File: config.mk
export PLATFORM = sky130hd
export DESIGN_NAME = nvram_save_sequencer
export DESIGN_NICKNAME = d
export VERILOG_FILES = /design/src/rtl/nvram_save_sequencer.sv
export SDC_FILE = /design/constraint.sdc
export NUM_CORES = 1
export LEC_CHECK = 0
export BUFFER_PORTS_ARGS = -buffer_cell sky130_fd_sc_hd__buf_2
export CAP_MARGIN = 0
export CORE_MARGIN = 2
export CORE_UTILIZATION = 30
export CTS_BUF_LIST = sky130_fd_sc_hd__clkbuf_8
export CTS_CLUSTER_DIAMETER = 150
export DETAILED_ROUTE_END_ITERATION = 8
export HOLD_SLACK_MARGIN = 0.05
export PLACE_DENSITY = 0.45
export SLEW_MARGIN = 30
export SYNTH_ARGS = -nofsm -noshare
export SYNTH_HDL_FRONTEND = slang
export SYNTH_SLANG_ARGS = --single-unit
export TNS_END_PERCENT = 1
File: constraint.sdc
create_clock -name clk30 -period 3.4 [get_ports clk30]
set_input_delay 0 -clock clk30 [delete_from_list [all_inputs] [get_ports clk30]]
set_output_delay 0 -clock clk30 [all_outputs]
set_load 0.005 [all_outputs]
File: src/rtl/nvram_save_sequencer.sv
// HPS-side NVRAM port controller: restore from save file, CPU access gating, debounced auto-save streaming.
// Latency: restore write lands 1 cycle after byte acceptance; save byte 2 cycles min per byte; auto-save req at T+DIRTY_DELAY+1.
// Backpressure: restore_valid/restore_ready accepts 1 byte/cycle; save_valid holds data stable until save_ready.
module nvram_save_sequencer #(
  parameter int DIRTY_DELAY = 30000000
) (
  input  logic        clk30,
  input  logic        reset,
  input  logic        restore_start,
  input  logic        restore_skip,
  input  logic [7:0]  restore_data,
  input  logic        restore_valid,
  output logic        restore_ready,
  input  logic        save_force,
  input  logic        nvram_cpu_changed,
  output logic [12:0] nvram_adr,
  output logic [7:0]  nvram_wdata,
  output logic        nvram_we,
  input  logic [7:0]  nvram_backup_data,
  output logic        nvram_allow_cpu_access,
  output logic        save_req,
  input  logic        save_ack,
  output logic [7:0]  save_data,
  output logic        save_valid,
  input  logic        save_ready,
  output logic        dirty,
  output logic        busy
);

  localparam int            CW     = $clog2(DIRTY_DELAY + 1);
  localparam logic [CW-1:0] RELOAD = CW'(DIRTY_DELAY - 1);
  localparam logic [12:0]   LAST   = 13'h1FFF;

  typedef enum logic [2:0] {
    S_LOCKED,
    S_IDLE,
    S_RESTORE,
    S_DIRTY,
    S_SAVE_REQ,
    S_SAVE_READ,
    S_SAVE_OUT
  } state_t;

  state_t        r_state, w_state_nxt;
  logic [12:0]   r_ptr, w_ptr_nxt;
  logic          r_redirty, w_redirty_nxt;
  logic [CW-1:0] r_cnt, w_cnt_nxt;
  logic          r_we, w_we_nxt;
  logic [12:0]   r_wadr, w_wadr_nxt;
  logic [7:0]    r_wdata, w_wdata_nxt;
  logic          w_saving;
  logic          w_redirty_now;

  // A CPU write seen during the final save byte must still leave the RAM marked dirty.
  assign w_redirty_now = r_redirty | nvram_cpu_changed;

  // State, pointer, debounce counter and the registered restore write port.
  always_ff @(posedge clk30 or posedge reset) begin
    if (reset) begin
      r_state   <= S_LOCKED;
      r_ptr     <= 13'd0;
      r_redirty <= 1'b0;
      r_cnt     <= '0;
      r_we      <= 1'b0;
      r_wadr    <= 13'd0;
      r_wdata   <= 8'd0;
    end else begin
      r_state   <= w_state_nxt;
      r_ptr     <= w_ptr_nxt;
      r_redirty <= w_redirty_nxt;
      r_cnt     <= w_cnt_nxt;
      r_we      <= w_we_nxt;
      r_wadr    <= w_wadr_nxt;
      r_wdata   <= w_wdata_nxt;
    end
  end

  // Next-state sequencing; restore_start outranks save_force, which outranks CPU change pulses.
  always_comb begin
    w_state_nxt   = r_state;
    w_ptr_nxt     = r_ptr;
    w_redirty_nxt = r_redirty;
    w_cnt_nxt     = r_cnt;
    w_we_nxt      = 1'b0;
    w_wadr_nxt    = r_wadr;
    w_wdata_nxt   = r_wdata;
    case (r_state)
      S_LOCKED: begin
        if (restore_start) begin
          w_state_nxt = S_RESTORE;
          w_ptr_nxt   = 13'd0;
        end else if (restore_skip) begin
          w_state_nxt = S_IDLE;
        end
      end
      S_RESTORE: begin
        if (restore_valid) begin
          w_we_nxt    = 1'b1;
          w_wadr_nxt  = r_ptr;
          w_wdata_nxt = restore_data;
          w_ptr_nxt   = r_ptr + 13'd1;
          if (r_ptr == LAST) w_state_nxt = S_IDLE;
        end
      end
      S_IDLE: begin
        if (restore_start) begin
          w_state_nxt = S_RESTORE;
          w_ptr_nxt   = 13'd0;
        end else if (save_force) begin
          w_state_nxt = S_SAVE_REQ;
        end else if (nvram_cpu_changed) begin
          w_state_nxt = S_DIRTY;
          w_cnt_nxt   = RELOAD;
        end
      end
      S_DIRTY: begin
        if (restore_start) begin
          w_state_nxt   = S_RESTORE;
          w_ptr_nxt     = 13'd0;
          w_redirty_nxt = 1'b0;
        end else if (save_force) begin
          w_state_nxt = S_SAVE_REQ;
        end else if (nvram_cpu_changed) begin
          w_cnt_nxt = RELOAD;
        end else if (r_cnt == '0) begin
          w_state_nxt = S_SAVE_REQ;
        end else begin
          w_cnt_nxt = r_cnt - 1'b1;
        end
      end
      S_SAVE_REQ: begin
        if (nvram_cpu_changed) w_redirty_nxt = 1'b1;
        if (save_ack) begin
          // Snapshot starts now: earlier writes are covered, a write this cycle is not guaranteed.
          w_state_nxt   = S_SAVE_READ;
          w_ptr_nxt     = 13'd0;
          w_redirty_nxt = nvram_cpu_changed;
        end
      end
      S_SAVE_READ: begin
        if (nvram_cpu_changed) w_redirty_nxt = 1'b1;
        w_state_nxt = S_SAVE_OUT;
      end
      S_SAVE_OUT: begin
        w_redirty_nxt = w_redirty_now;
        if (save_ready) begin
          w_ptr_nxt = r_ptr + 13'd1;
          if (r_ptr != LAST) begin
            w_state_nxt = S_SAVE_READ;
          end else begin
            w_redirty_nxt = 1'b0;
            if (w_redirty_now) begin
              w_state_nxt = S_DIRTY;
              w_cnt_nxt   = RELOAD;
            end else begin
              w_state_nxt = S_IDLE;
            end
          end
        end
      end
      default: w_state_nxt = S_LOCKED;
    endcase
  end

  assign w_saving = (r_state == S_SAVE_READ) || (r_state == S_SAVE_OUT);

  // Port B address follows the save pointer while streaming, else the last restore write address.
  assign nvram_adr              = w_saving ? r_ptr : r_wadr;
  assign nvram_wdata            = r_wdata;
  assign nvram_we               = r_we;
  assign restore_ready          = (r_state == S_RESTORE);
  assign nvram_allow_cpu_access = (r_state != S_LOCKED) && (r_state != S_RESTORE);
  assign save_req               = (r_state == S_SAVE_REQ);
  assign save_valid             = (r_state == S_SAVE_OUT);
  assign save_data              = save_valid ? nvram_backup_data : 8'h00;
  assign busy                   = (r_state == S_RESTORE) || (r_state == S_SAVE_REQ) || w_saving;
  assign dirty                  = (r_state == S_DIRTY) || (r_state == S_SAVE_REQ) || w_saving || r_redirty;

endmodule
# Word-level counts from Yosys, hierarchy flattened
# Index checks and enable logic that the tools add are counted.
# word_totals
regBits	64
latch_bits	0
ramBits	0
romBits	0
inputBits	25
out_inout_bits	36
wordCells	98
mem_count	0
# op_classes
addsub	2
mul	0
div	0
n_lt_le_gt_ge	0
n_eq_ne	27
shift	0
muxes	42
bitwise_logic	1
reduce_logical	19
# ops
op	count
two-way mux 25 bit	10
case mux 25 bit (3 select lines)	1
two-way mux 13 bit	5
case mux 13 bit (4 select lines)	1
two-way mux 3 bit	14
logical NOT 25 bit	1
subtractor 25 x 1 -> 25 bit (second input constant)	1
case mux 3 bit (7 select lines)	1
!= test 2 bit (second input constant)	8
adder 13 x 1 -> 13 bit (second input constant)	1
== test 13 bit (second input constant)	1
!= test 13 bit (second input constant)	1
!= test 4 bit (second input constant)	3
!= test 2 x 1 -> 1 bit (second input constant)	5
AND reduction 10 bit	1
== test 3 bit (second input constant)	3
two-way mux 8 bit	1
AND reduction 8 bit	1
nonzero test 4 bit	2
two-way mux 1 bit	7
== test 3 x 2 -> 1 bit (second input constant)	2
logical OR 1 bit	6
!= test 3 bit (second input constant)	2
nonzero test 3 bit	2
other kinds (10)	11

# Logic depth before layout (Yosys ltp)
# Gate-level depths: netlist of the first run.
# logic_depth
ltp_word	6
ltp_mapped	8
ltp_nobuf	7

# Worst setup path before layout of the first run
# No wires, ideal clock.
# synth_path
path_type	reg-to-reg
from	reg r_cnt[5]
to	reg r_cnt[19]
setup_time_ps	96
t_arrival_ps	2345
required_ps	3304
slack_ps	959
stages_incl_launch_ff	9
path_buffers	3
synth_period_minus_slack_ps	2441
path_cell_list	dfrtp_1 -> buf_6 -> or4_4 -> or4b_1 -> buf_2 -> or2_1 -> buf_6 -> o31a_1 -> o31ai_1
# synth_between
elab_chain_cells	6
elab_cells_between_ends	9
cone_classes	1 x add/sub; 1 x eq/ne; 5 x mux; 2 x reduce/logical
# synth_lines
item	line	source
from (decl)	47	logic [CW-1:0] r_cnt, w_cnt_nxt;
from (signal assigned)	71	r_cnt <= w_cnt_nxt;
subtractor 25 x 1 -> 25 bit	128	w_cnt_nxt = r_cnt - 1'b1;
two-way mux 25 bit	125	end else if (r_cnt == '0) begin
two-way mux 25 bit	123	end else if (nvram_cpu_changed) begin
two-way mux 25 bit	121	end else if (save_force) begin
two-way mux 25 bit	117	if (restore_start) begin
case mux 25 bit (3 select lines)	87	case (r_state)
# Parallel ways exist; a longest one is shown, timed or not. The select of a mux whose other input is x is not followed.
# A chain may end at the register's enable or synchronous reset.

# Final worst setup path of the first run
# Ends and elaborated chain as after synthesis.

==> summary.md, run 1 <==
| Metric | Value |
|---|---|
| Io pins | `61` |
| Net switching power | `1151 µW` |
| Synthesis warning total | `0` |
| Synth top area share | `0.4375` |
| Initial core utilization | `0.3061` |
| Clk root buf | `clkbuf_8` |
| Crit path kind | `flip-flop to flip-flop` |
| Total negative slack | `0 ps` |
| Max-Cap Viols | `0` |
| Slew Viols, Final | `0` |
| Max_slew headroom | `0.4148` |
| Status | `complete, no violations` |
| Worst path slowest cell | `or4b_1` |
| DRT Pass-1 Iters | `5` |
| Most numerous cell in the Yosys netlist | `dfrtp_1` |
| Combinational power share | `0.357` |
| Main synth FF type | `dfrtp_1` |
| Synth top area cells | `dfrtp_1 (44%), mux2_2 (11%), o21ai_0 (5.7%), o31ai_1 (2.9%), nor2_1 (2.6%)` |
| CTS H-tree lvls | `3` |
| Largest area contributor in the netlist | `dfrtp_1` |
| Worst r2r path cells | `5` |
| Layout cells sized above 1 | `0.2863` |
| Cell family with most CP delay | `simple AND/OR/NAND/NOR gates` |
| Die X-Extent | `114.5 µm` |
| Syn Inst Count | `388` |
| Slack of the critical path | `863.9 ps` |
| Crit path buf inv count | `0` |
| Post-CTS sizing | `0` |
| Antenna violations before repair | `0` |
| Diodes inserted | `0` |
| Setup repair after global routing missed its margin | `false` |
| I/O Buffers | `60` |
| WP data required | `3640 ps` |
| CP endpoint kind | `flip-flop` |
| TritonCTS Sinks | `64` |
| Final #Nets | `485` |
| Syn_area_per_cell | `9.436 µm²` |
| Worst-path cell chain | `or4_4 > or4b_1 > or2_1 > o31a_1 > o31ai_1` |
| Final period util | `0.7459` |
| Ys async rst share | `1.000` |
| Pleak | `0.002000 µW` |
| Reg2reg start | `r_cnt[5]$_DFFE_PP0P_` |
| Fin. Hold Viols | `0` |
| Worst-Skew Late Latency | `340 ps` |
| Worst EP arrival | `2780 ps` |
| Hold path depth | `4` |
| Filler instances | `1226` |
| Worst setup slack after placement | `830.0 ps` |
| Pin count of the biggest net entering global routing | `44` |
| Register area share after synthesis | `0.4375` |
| Hold Path End | `r_state[0]$_DFFE_PP0P_` |
| PwrDens | `686.9 nW/µm²` |
| Maximum fanout along the worst path | `9` |
| WL final | `9.501 mm` |
| Clock transition at the registers of the reported paths | `70 ps` |
| Hold path start | `save_force` |
| Post-CTS setup buffers | `0` |
| RD Place Congestion | `0.8254` |
| Residual DRC | `0` |
| Vias per std cell | `5.396` |
| Sequential power share | `0.402` |
| CTS buffer count | `9` |
| Area grow syn2layout | `22.01%` |
| Initial drt markers | `235` |
| Worst r2r dst | `r_cnt[19]$_DFFE_PP0P_` |
| Flop2flop setup slack | `860 ps` |
| Flops & latches, synth | `64` |
| Vias in the first global route | `3205` |
| Period minus WS final | `2536 ps` |
| GRT Util Overall | `0.1558` |
| Worst Hold Class | `input pin to flip-flop` |
| Top cells by count, synth | `dfrtp_1 (64), o21ai_0 (42), mux2_2 (35), nor2_1 (25), nand2_1 (24)` |
| Post-synth EDFFs | `0` |
| Sw Ratio | `0.3753` |
| Syn Std Cell Area | `3661 µm²` |
| Row cnt | `40` |
| Worst Tran Pin Value | `877.7 ps` |
| Max Clk Rate | `394.3 MHz` |
| Core Footprint | `11960 µm²` |
| WL/cell | `15.63 µm` |
| Library cells used by synthesis | `50` |
| Dpl hpwl | `6.543 mm` |
| CTS tree | `yes` |
| Syn Nets | `416` |
| Remaining antenna violation count | `0` |
| Clock Skew | `11.89 ps` |
| Finish-stage setup viols | `0` |
| Core Util, Final | `0.3734` |
| First-pass GRT wire length | `16.24 mm` |
| Total grt overflow | `0` |
| Clock network power share | `0.242` |
| Worst VDD drop | `0.2112 mV` |
| Die Span Y | `114.5 µm` |
| Crit start category | `flip-flop` |
| Vias post-DR | `3281` |
| Critical Path Max Stage Delay | `660 ps` |
| Int Power | `1917 µW` |
| Clock buffer depth | `2` |
| Die area | `13100 µm²` |
-- sequential cells by signal, summed over array words and instances (netlist names) --
register and count:
r_wadr 13, r_redirty 1, r_ptr 13, nvram_we 1, nvram_wdata 8, r_state 3
r_cnt 25
-- power groups by stage --
stage	sequential, µW	clock, µW	combinational, µW
after floorplan	1130	0	823
after global placement	1240	0	1080
after detailed placement	1250	0	1090
after CTS	1230	778	1100
after global routing	1280	806	1230
final	1230	741	1090
-- kinds of logic (layout without fill, tap and decap cells) --
kind of cell,after synthesis,count (layout),share of synthesized area
simple gates,133,133,0.1941
flops,64,64,0.4375
fa+ha+maj,3,3,0.01025
buf+inv,39,112,0.04443
mux,37,37,0.1131
compound gates,112,112,0.2006
-- cell usage in the layout (no fill, tap or decap), types with 14 or more instances in the layout --
master   Yosys  routed
buf_2        1      60
inv_1       14      14
o21ai_0     42      42
mux2_2      35      35
nor2_1      25      25
nand2_1     24      24
dfrtp_1     64      64
o31ai_1     14      14
-- worst max-delay path by stage --
stage | slack (ps) | cells after the start | end | start
final | 860 | 5 | r_cnt[19]$_DFFE_PP0P_ | r_cnt[5]$_DFFE_PP0P_
after global routing | 660 | 5 | nvram_adr[0] | r_state[1]$_DFFE_PP0P_
after CTS | 840 | 5 | nvram_adr[0] | r_state[1]$_DFFE_PP0P_
after detailed placement | 830 | 5 | r_cnt[23]$_DFFE_PP0P_ | r_cnt[5]$_DFFE_PP0P_
after global placement | 920 | 5 | r_cnt[19]$_DFFE_PP0P_ | r_cnt[5]$_DFFE_PP0P_
after floorplan | 960 | 8 | r_cnt[19]$_DFFE_PP0P_ | r_cnt[5]$_DFFE_PP0P_
-- final cells by class --
type,count,area (µm²),share of cell area
clock buffer,11,151.4,0.03389
clock inverter,4,68.82,0.01541
inverter,14,55.05,0.01232
multi-input combinational,285,1903,0.4261
sequential,64,1602,0.3585
tap,147,183.9,0.04118
timing repair buffer,83,503.0,0.1126
-- worst register-to-register path: cells and delay by family, from the launching register on --
kind	cells	cell delay, ps
flip-flops	1	460
AND/OR/NAND/NOR	3	1540
AO/OA/AOI/OAI	2	460
-- repair_timing --
item / in CTS / in global routing
hold endpoints to repair: 52 / 0
endpoints found under the setup margin: 0 / 0
hold buffers: 12 / 0
-- routing by layer --
layer / wire length (µm) / track usage
met5: 0 / 0
met4: 86 / 0.05122
met3: 351 / 0.02965
met2: 4424 / 0.2454
met1: 4639 / 0.2156
-- through the flow --
stage | instances | total power, µW | hold slack [ps] | area (µm²)
6_report | 608 | 3068 | 78.88 | 4467
5_1_grt | 608 | 3320 | 83.23 | 4467
4_1_cts | 608 | 3115 | 51.35 | 4467
3_5_place_dp | 581 | 2332 | 100.5 | 4126
3_3_place_gp | 581 | 2311 | 233.2 | 4124
2_1_floorplan | 388 | 1949 | 143.3 | 3661
No activity file was read; power rests on OpenSTA's default activity.
==> run 2: changes to the inputs <==
--- a/config.mk
+++ b/config.mk
@@ -13,7 +13,7 @@
 export CTS_CLUSTER_DIAMETER = 150
 export DETAILED_ROUTE_END_ITERATION = 8
 export HOLD_SLACK_MARGIN = 0.05
-export PLACE_DENSITY = 0.45
+export PLACE_DENSITY = 0.47
 export SLEW_MARGIN = 30
 export SYNTH_ARGS = -nofsm -noshare
 export SYNTH_HDL_FRONTEND = slang
==> constraint.sdc (replaced) <==
create_clock -name clk30 -period 2.3 [get_ports clk30]
set_input_delay 0 -clock clk30 [delete_from_list [all_inputs] [get_ports clk30]]
set_output_delay 0 -clock clk30 [all_outputs]
set_load 0.005 [all_outputs]
==> run 2 against run 1 <==
Against the previous run: die area is the same; total power increased by 51%; core utilization is 2.6 points higher; non-clock buffer count grew 35; flip-flop and latch count unchanged; critical endpoint unchanged.
==> summary.md, run 2 (synthesis results as in run 1) <==
| Metric | Value |
|---|---|
| Combinational power share | `0.425 (+0.068)` |
| Slack of the critical path | `54.17 ps (-809.8 ps)` |
| DRT Pass-1 Iters | `4 (-1)` |
| CP endpoint kind | `flip-flop` |
| Die X-Extent | `114.5 µm (unchanged)` |
| Status | `complete, no violations` |
| Residual DRC | `0 (unchanged)` |
| Core Footprint | `11960 µm² (unchanged)` |
| Die area | `13100 µm² (unchanged)` |
| Maximum fanout along the worst path | `7 (-2)` |
| Biggest registers after layout | `r_cnt x25, r_ptr x13, r_wadr x13` |
| Pin count of the biggest net entering global routing | `29 (-34%)` |
| Io pins | `61 (unchanged)` |
| Total grt overflow | `0 (unchanged)` |
| Worst VDD drop | `0.4012 mV (+90%)` |
| CTS H-tree lvls | `3 (unchanged)` |
| Clock transition at the registers of the reported paths | `70 ps (about the same)` |
| Filler instances | `1195 (-2.5%)` |
| RD Place Congestion | `0.8435 (+2.2%)` |
| CTS buffer count | `9 (unchanged)` |
| Post-CTS setup buffers | `0 (unchanged)` |
| Max Clk Rate | `445.3 MHz (+13%)` |
| Final period util | `0.9764 (+0.2305)` |
| Int Power | `2878 µW (+50%)` |
| CTS tree | `yes` |
| TritonCTS Sinks | `64 (unchanged)` |
| Crit path kind | `flip-flop to flip-flop` |
| Net switching power | `1767 µW (+53%)` |
| Max reg flops | `25 (unchanged)` |
| Row cnt | `40 (unchanged)` |
| Clk root buf | `clkbuf_8` |
| Max_slew headroom | `0.5878 (+0.1729)` |
| Clock Skew | `6.285 ps (-5.602 ps)` |
| Worst EP arrival | `2500 ps (-280 ps)` |
| Antenna violations before repair | `0 (unchanged)` |
| I/O Buffers | `60 (unchanged)` |
| Fin. Hold Viols | `0 (unchanged)` |
| Diodes inserted | `0 (unchanged)` |
| WL final | `9.823 mm (+3.4%)` |
| Top reg by flops | `r_cnt` |
| Area grow syn2layout | `30.35%` |
| Most common cell after layout, fill and taps aside | `dfrtp_1` |
| Area after DPL | `4412 µm² (+6.9%)` |
| Pleak | `0.002183 µW (+9.1%)` |
| Finished Cell Area | `4772 µm² (+6.8%)` |
| Clock network power share | `0.206 (-0.036)` |
| Layout cells sized above 1 | `0.3548 (+0.06850)` |
| Remaining antenna violation count | `0 (unchanged)` |
| Initial drt markers | `192 (-18%)` |
| PwrDens | `973.3 nW/µm² (+42%)` |
| Worst setup slack after placement | `-61.60 ps (-891.6 ps)` |
| GRT Util Overall | `0.1600 (+0.004209)` |
| Dpl hpwl | `6.950 mm (+6.2%)` |
| Finish-stage setup viols | `0 (unchanged)` |
| Vias in the first global route | `3326 (+3.8%)` |
| Sw Ratio | `0.3804 (+0.005097)` |
| Max-Cap Viols | `0 (unchanged)` |
| Worst-Skew Late Latency | `340 ps (about the same)` |
| Die Span Y | `114.5 µm (unchanged)` |
| Worst Tran Pin Value | `617.5 ps (-260.3 ps)` |
| Most frequent cells in the layout | `dfrtp_1 (64), buf_2 (60), buf_4 (44), o21ai_0 (42), mux2_2 (35)` |
| Final #Nets | `520 (+7.2%)` |
| WL/cell | `15.28 µm (-2.2%)` |
| Crit start category | `flip-flop` |
| Period minus WS final | `2246 ps (-290.2 ps)` |
| Vias post-DR | `3400 (+3.6%)` |
| Sequential power share | `0.370 (-0.032)` |
| First-pass GRT wire length | `16.61 mm (+2.3%)` |
| Initial core utilization | `0.3061 (unchanged)` |
| Vias per std cell | `5.288 (-2.0%)` |
| Setup repair after global routing missed its margin | `true` |
| WP data required | `2560 ps (-1080 ps)` |
| Clock buffer depth | `2 (unchanged)` |
| Worst Hold Class | `input pin to flip-flop` |
| Slew Viols, Final | `0 (unchanged)` |
==> run 2: cell count changes in the layout (fill, tap and decap cells not counted), sizes merged <==
cell and change:
clkbuf -1, buf +35, clkinv +2, bufinv -1
==> run 2: cell type report <==
cell class	instances	area, µm²	share of cell area
multi-input combinational	285	1957	0.4101
sequential	64	1602	0.3356
timing repair buffer	118	790.8	0.1657
tap	147	183.9	0.03854
clock buffer	10	137.6	0.02884
inverter	14	52.55	0.01101
clock inverter	5	48.80	0.01023
==> run 2: what timing repair did <==
action                                  4_1_cts  5_1_grt
pin swaps                                     0        1
gates cloned                                  0        0
resized for setup                             2        9
hold buffers                                 12        0
hold endpoints to repair                     37        0
endpoints found under the setup margin        4        9
==> run 2: power by group through the flow <==
stage | Sequential (µW) | Clock (µW) | Combinational, µW
final | 1720 | 955 | 1970
after global placement | 1710 | 0 | 1930
after detailed placement | 1720 | 0 | 1940
after global routing | 1770 | 1030 | 2220
after floorplan | 1660 | 0 | 1220
after CTS | 1700 | 995 | 1960
==> run 2: worst paths after layout <==
kind | startpoint | cells after the start | slack (ps) | endpoint
worst min register to register | nvram_wdata[5]$_DFFE_PP0P_ | 1 | 510 | nvram_wdata[5]$_DFFE_PP0P_
max in group asynchronous | reset | 4 | 1300 | r_cnt[10]$_DFFE_PP0P_
worst max register to register | r_cnt[7]$_DFFE_PP0P_ | 5 | 50 | r_cnt[19]$_DFFE_PP0P_
min in group asynchronous | reset | 3 | 280 | r_cnt[12]$_DFFE_PP0P_
worst max-delay path | r_cnt[7]$_DFFE_PP0P_ | 5 | 50 | r_cnt[19]$_DFFE_PP0P_
worst min-delay path | nvram_cpu_changed | 4 | 130 | r_state[0]$_DFFE_PP0P_
==> run 2: per-stage QoR <==
| stage | utilization | total power (µW) | std cells | setup TNS (ps) | hold WS, ps |
|---|---|---|---|---|---|
| 6_report | 0.3990 | 4645 | 643 | 0 | 127.1 |
| 5_1_grt | 0.3990 | 5025 | 643 | -33.93 | 144.5 |
| 4_1_cts | 0.3950 | 4657 | 643 | 0 | 123.4 |
| 3_5_place_dp | 0.3688 | 3652 | 616 | -151.0 | 131.2 |
| 3_3_place_gp | 0.3688 | 3644 | 616 | -48.29 | 118.3 |
| 2_1_floorplan | - | 2881 | 388 | -269.4 | 143.3 |
==> run 2: critical path: stages, from the launching register on <==
cell and delay (ps):
dfrtp_1 380, or4_4 530, or4b_4 530, or2_4 290, o31a_1 250, o31ai_1 180
==> run 2: metal layers <==
metal,vias up,GRT usage,part of all wire
met3,2,0.03812,0.052
met1,1637,0.2269,0.50
met2,100,0.2406,0.44
met4,0,0.05122,0.0050
li1,1661,-,-
met5,-,0,0
==> run 3: changes to the inputs <==
--- a/config.mk
+++ b/config.mk
@@ -7,13 +7,13 @@
 export LEC_CHECK = 0
 export BUFFER_PORTS_ARGS = -buffer_cell sky130_fd_sc_hd__buf_2
 export CAP_MARGIN = 0
-export CORE_MARGIN = 2
-export CORE_UTILIZATION = 30
+export CORE_MARGIN = 10
+export CORE_UTILIZATION = 53
 export CTS_BUF_LIST = sky130_fd_sc_hd__clkbuf_8
 export CTS_CLUSTER_DIAMETER = 150
 export DETAILED_ROUTE_END_ITERATION = 8
 export HOLD_SLACK_MARGIN = 0.05
-export PLACE_DENSITY = 0.47
+export PLACE_DENSITY = 0.76
 export SLEW_MARGIN = 30
 export SYNTH_ARGS = -nofsm -noshare
 export SYNTH_HDL_FRONTEND = slang
==> run 3 against run 2 <==
Against the previous run: sequential share of layout area is 1.7 points higher; setup slack worse by 32 ps; highest routed layer unchanged; die area is 19% lower; via count is 2.5% higher; combinational power hardly changed; routed wire length is 1.2% lower.
==> summary.md, run 3 (synthesis results as in run 1) <==
| Metric | Value |
|---|---|
| Row cnt | `30 (-25%)` |
| Maximum fanout along the worst path | `7 (unchanged)` |
| Top reg by flops | `r_cnt` |
| Grt peak-use layer | `met2` |
| Initial core utilization | `0.5419 (+0.2358)` |
| Remaining antenna violation count | `0 (unchanged)` |
| Crit path kind | `flip-flop to flip-flop` |
| WL/cell | `17.26 µm (+13%)` |
| CP endpoint kind | `flip-flop` |
| Diodes inserted | `0 (unchanged)` |
| Max-Cap Viols | `0 (unchanged)` |
| Antenna violations before repair | `0 (unchanged)` |
| Total Power | `4508 µW (-2.9%)` |
| PwrDens | `994.0 nW/µm² (+2.1%)` |
| M3 GR Usage | `0.05496 (+0.01684)` |
| Clk root buf | `clkbuf_8` |
| Most frequent cells in the layout | `dfrtp_1 (64), buf_2 (60), o21ai_0 (42), mux2_2 (35), buf_4 (32)` |
| Crit start category | `flip-flop` |
| Clock buffer depth | `2 (unchanged)` |
| Worst EP arrival | `2490 ps (about the same)` |
| Slew Viols, Final | `0 (unchanged)` |
| Io pins | `61 (unchanged)` |
| Reg2reg start | `r_cnt[7]$_DFFE_PP0P_` |
| First-pass GRT wire length | `16.07 mm (-3.2%)` |
| Clock transition at the registers of the reported paths | `70 ps (about the same)` |
| DRT Pass-1 Iters | `5 (+1)` |
| Filler instances | `514 (-57%)` |
| Die X-Extent | `103.1 µm (-9.9%)` |
| Critical path origin | `r_cnt[7]$_DFFE_PP0P_` |
| Setup repair after global routing missed its margin | `true` |
| Die Span Y | `103.1 µm (-9.9%)` |
| Core Footprint | `6756 µm² (-44%)` |
| Total grt overflow | `0 (unchanged)` |
| Max Clk Rate | `439.1 MHz (-1.4%)` |
| Max reg flops | `25 (unchanged)` |
| Total negative slack | `0 ps (unchanged)` |
| Final #Nets | `506 (-2.7%)` |
| M2 GR Usage | `0.2896 (+0.04898)` |
| GRT Util Overall | `0.1882 (+0.02824)` |
| M1 GR Usage | `0.2510 (+0.02416)` |
| CTS tree | `yes` |
| Dpl hpwl | `6.881 mm (-0.99%)` |
| Layout cells sized above 1 | `0.3361 (-0.01874)` |
| Residual DRC | `0 (unchanged)` |
| Worst-Skew Late Latency | `350 ps (about the same)` |
| CTS H-tree lvls | `3 (unchanged)` |
| Worst r2r dst | `r_cnt[19]$_DFFE_PP0P_` |
| Hold Path End | `r_state[0]$_DFFE_PP0P_` |
| Hold path depth | `4 (unchanged)` |
| RD Place Congestion | `0.9022 (+7.0%)` |
| Most common cell after layout, fill and taps aside | `dfrtp_1` |
| CTS buffer count | `9 (unchanged)` |
| Biggest registers after layout | `r_cnt x25, r_ptr x13, r_wadr x13` |
| Period minus WS final | `2278 ps (+31.70 ps)` |
| Vias per std cell | `6.199 (+17%)` |
| Worst Tran Pin Value | `681.0 ps (+63.57 ps)` |
| Flop2flop setup slack | `20 ps (-30 ps)` |
| WP data required | `2510 ps (-50 ps)` |
| Worst r2r path cells | `5 (unchanged)` |
| TritonCTS Sinks | `64 (unchanged)` |
| Pleak | `0.002078 µW (-4.8%)` |
| Pin count of the biggest net entering global routing | `34 (+17%)` |
| Vias in the first global route | `3218 (-3.2%)` |
| Fin. Hold Viols | `0 (unchanged)` |
| Worst VDD drop | `0.6244 mV (+56%)` |
| Clock Skew | `13.01 ps (+6.729 ps)` |
| I/O Buffers | `60 (unchanged)` |
| Initial drt markers | `253 (+32%)` |
| Status | `complete, no violations` |
| Die area | `10630 µm² (-19%)` |
| Area grow syn2layout | `23.89%` |
| Hold path start | `save_force` |
| Max_slew headroom | `0.5453 (-0.04244)` |
| Vias post-DR | `3484 (+2.5%)` |
| Post-CTS setup buffers | `0 (unchanged)` |
| Final period util | `0.9902 (+0.01378)` |
| Finish-stage setup viols | `0 (unchanged)` |
| WL final | `9.702 mm (-1.2%)` |
| Worst Hold Class | `input pin to flip-flop` |
## run 3: cell count changes in the layout (fill, tap and decap cells not counted), moves of 2 or more
cell | previous run | this run
clkinvlp_4 | 0 | 2
clkinv_2 | 3 | 1
clkinv_4 | 0 | 2
o41ai_2 | 2 | 0
buf_4 | 44 | 32
o41ai_1 | 4 | 6
## run 3: where the power goes
group / switching (µW) / internal, µW
logic: 1040 / 903
registers: 295 / 1420
clock network: 465 / 389
## run 3: repair_timing
| item | in CTS | in global routing |
|---|---|---|
| setup endpoints to repair | 4 | 21 |
| resized for setup | 4 | 7 |
| hold buffers | 11 | 0 |
| pin swaps | 0 | 1 |
| hold endpoints to repair | 41 | 0 |
## run 3: critical path, stage by stage (launching register included)
cell     delay, ps
dfrtp_1        390
or4_4          550
or4b_4         510
or2_4          280
o41ai_1        290
o31ai_1        120
## run 3: area by class of cell
type / instances / area (µm²) / area share
Clock inverter: 6 / 46.29 / 0.01021
Multi-Input combinational cell: 285 / 1941 / 0.4279
Inverter: 14 / 52.55 / 0.01159
Sequential cell: 64 / 1602 / 0.3531
Tap cell: 80 / 100.1 / 0.02207
Clock buffer: 9 / 123.9 / 0.02731
Timing Repair Buffer: 104 / 670.6 / 0.1479
## run 3: per-stage QoR
stage,utilization,instances,hold WS [ps],worst slack (ps),cell area (µm²)
floorplan,-,388,143.3,-115.0,3667
global placement,0.6233,536,141.0,66.18,4212
detailed placement,0.6233,536,145.7,-51.94,4212
CTS,0.6661,562,54.28,-8.476,4501
global route,0.6713,562,94.41,-36.26,4536
finish,0.6713,562,66.98,22.47,4536
## run 3: layer usage
metal / share of wire / vias to the layer above
met5: 0 / -
met4: 0.011 / 0
met3: 0.093 / 10
met2: 0.45 / 166
met1: 0.44 / 1667
li1: - / 1641
## run 3: how the worst max path moves through the flow
stage	to	slack, ps
finish	r_cnt[19]$_DFFE_PP0P_	20
global route	r_cnt[23]$_DFFE_PP0P_	-40
CTS	r_cnt[21]$_DFFE_PP0P_	-8
detailed placement	r_cnt[22]$_DFFE_PP0P_	-50
global placement	r_cnt[19]$_DFFE_PP0P_	70
floorplan	r_cnt[19]$_DFFE_PP0P_	-120
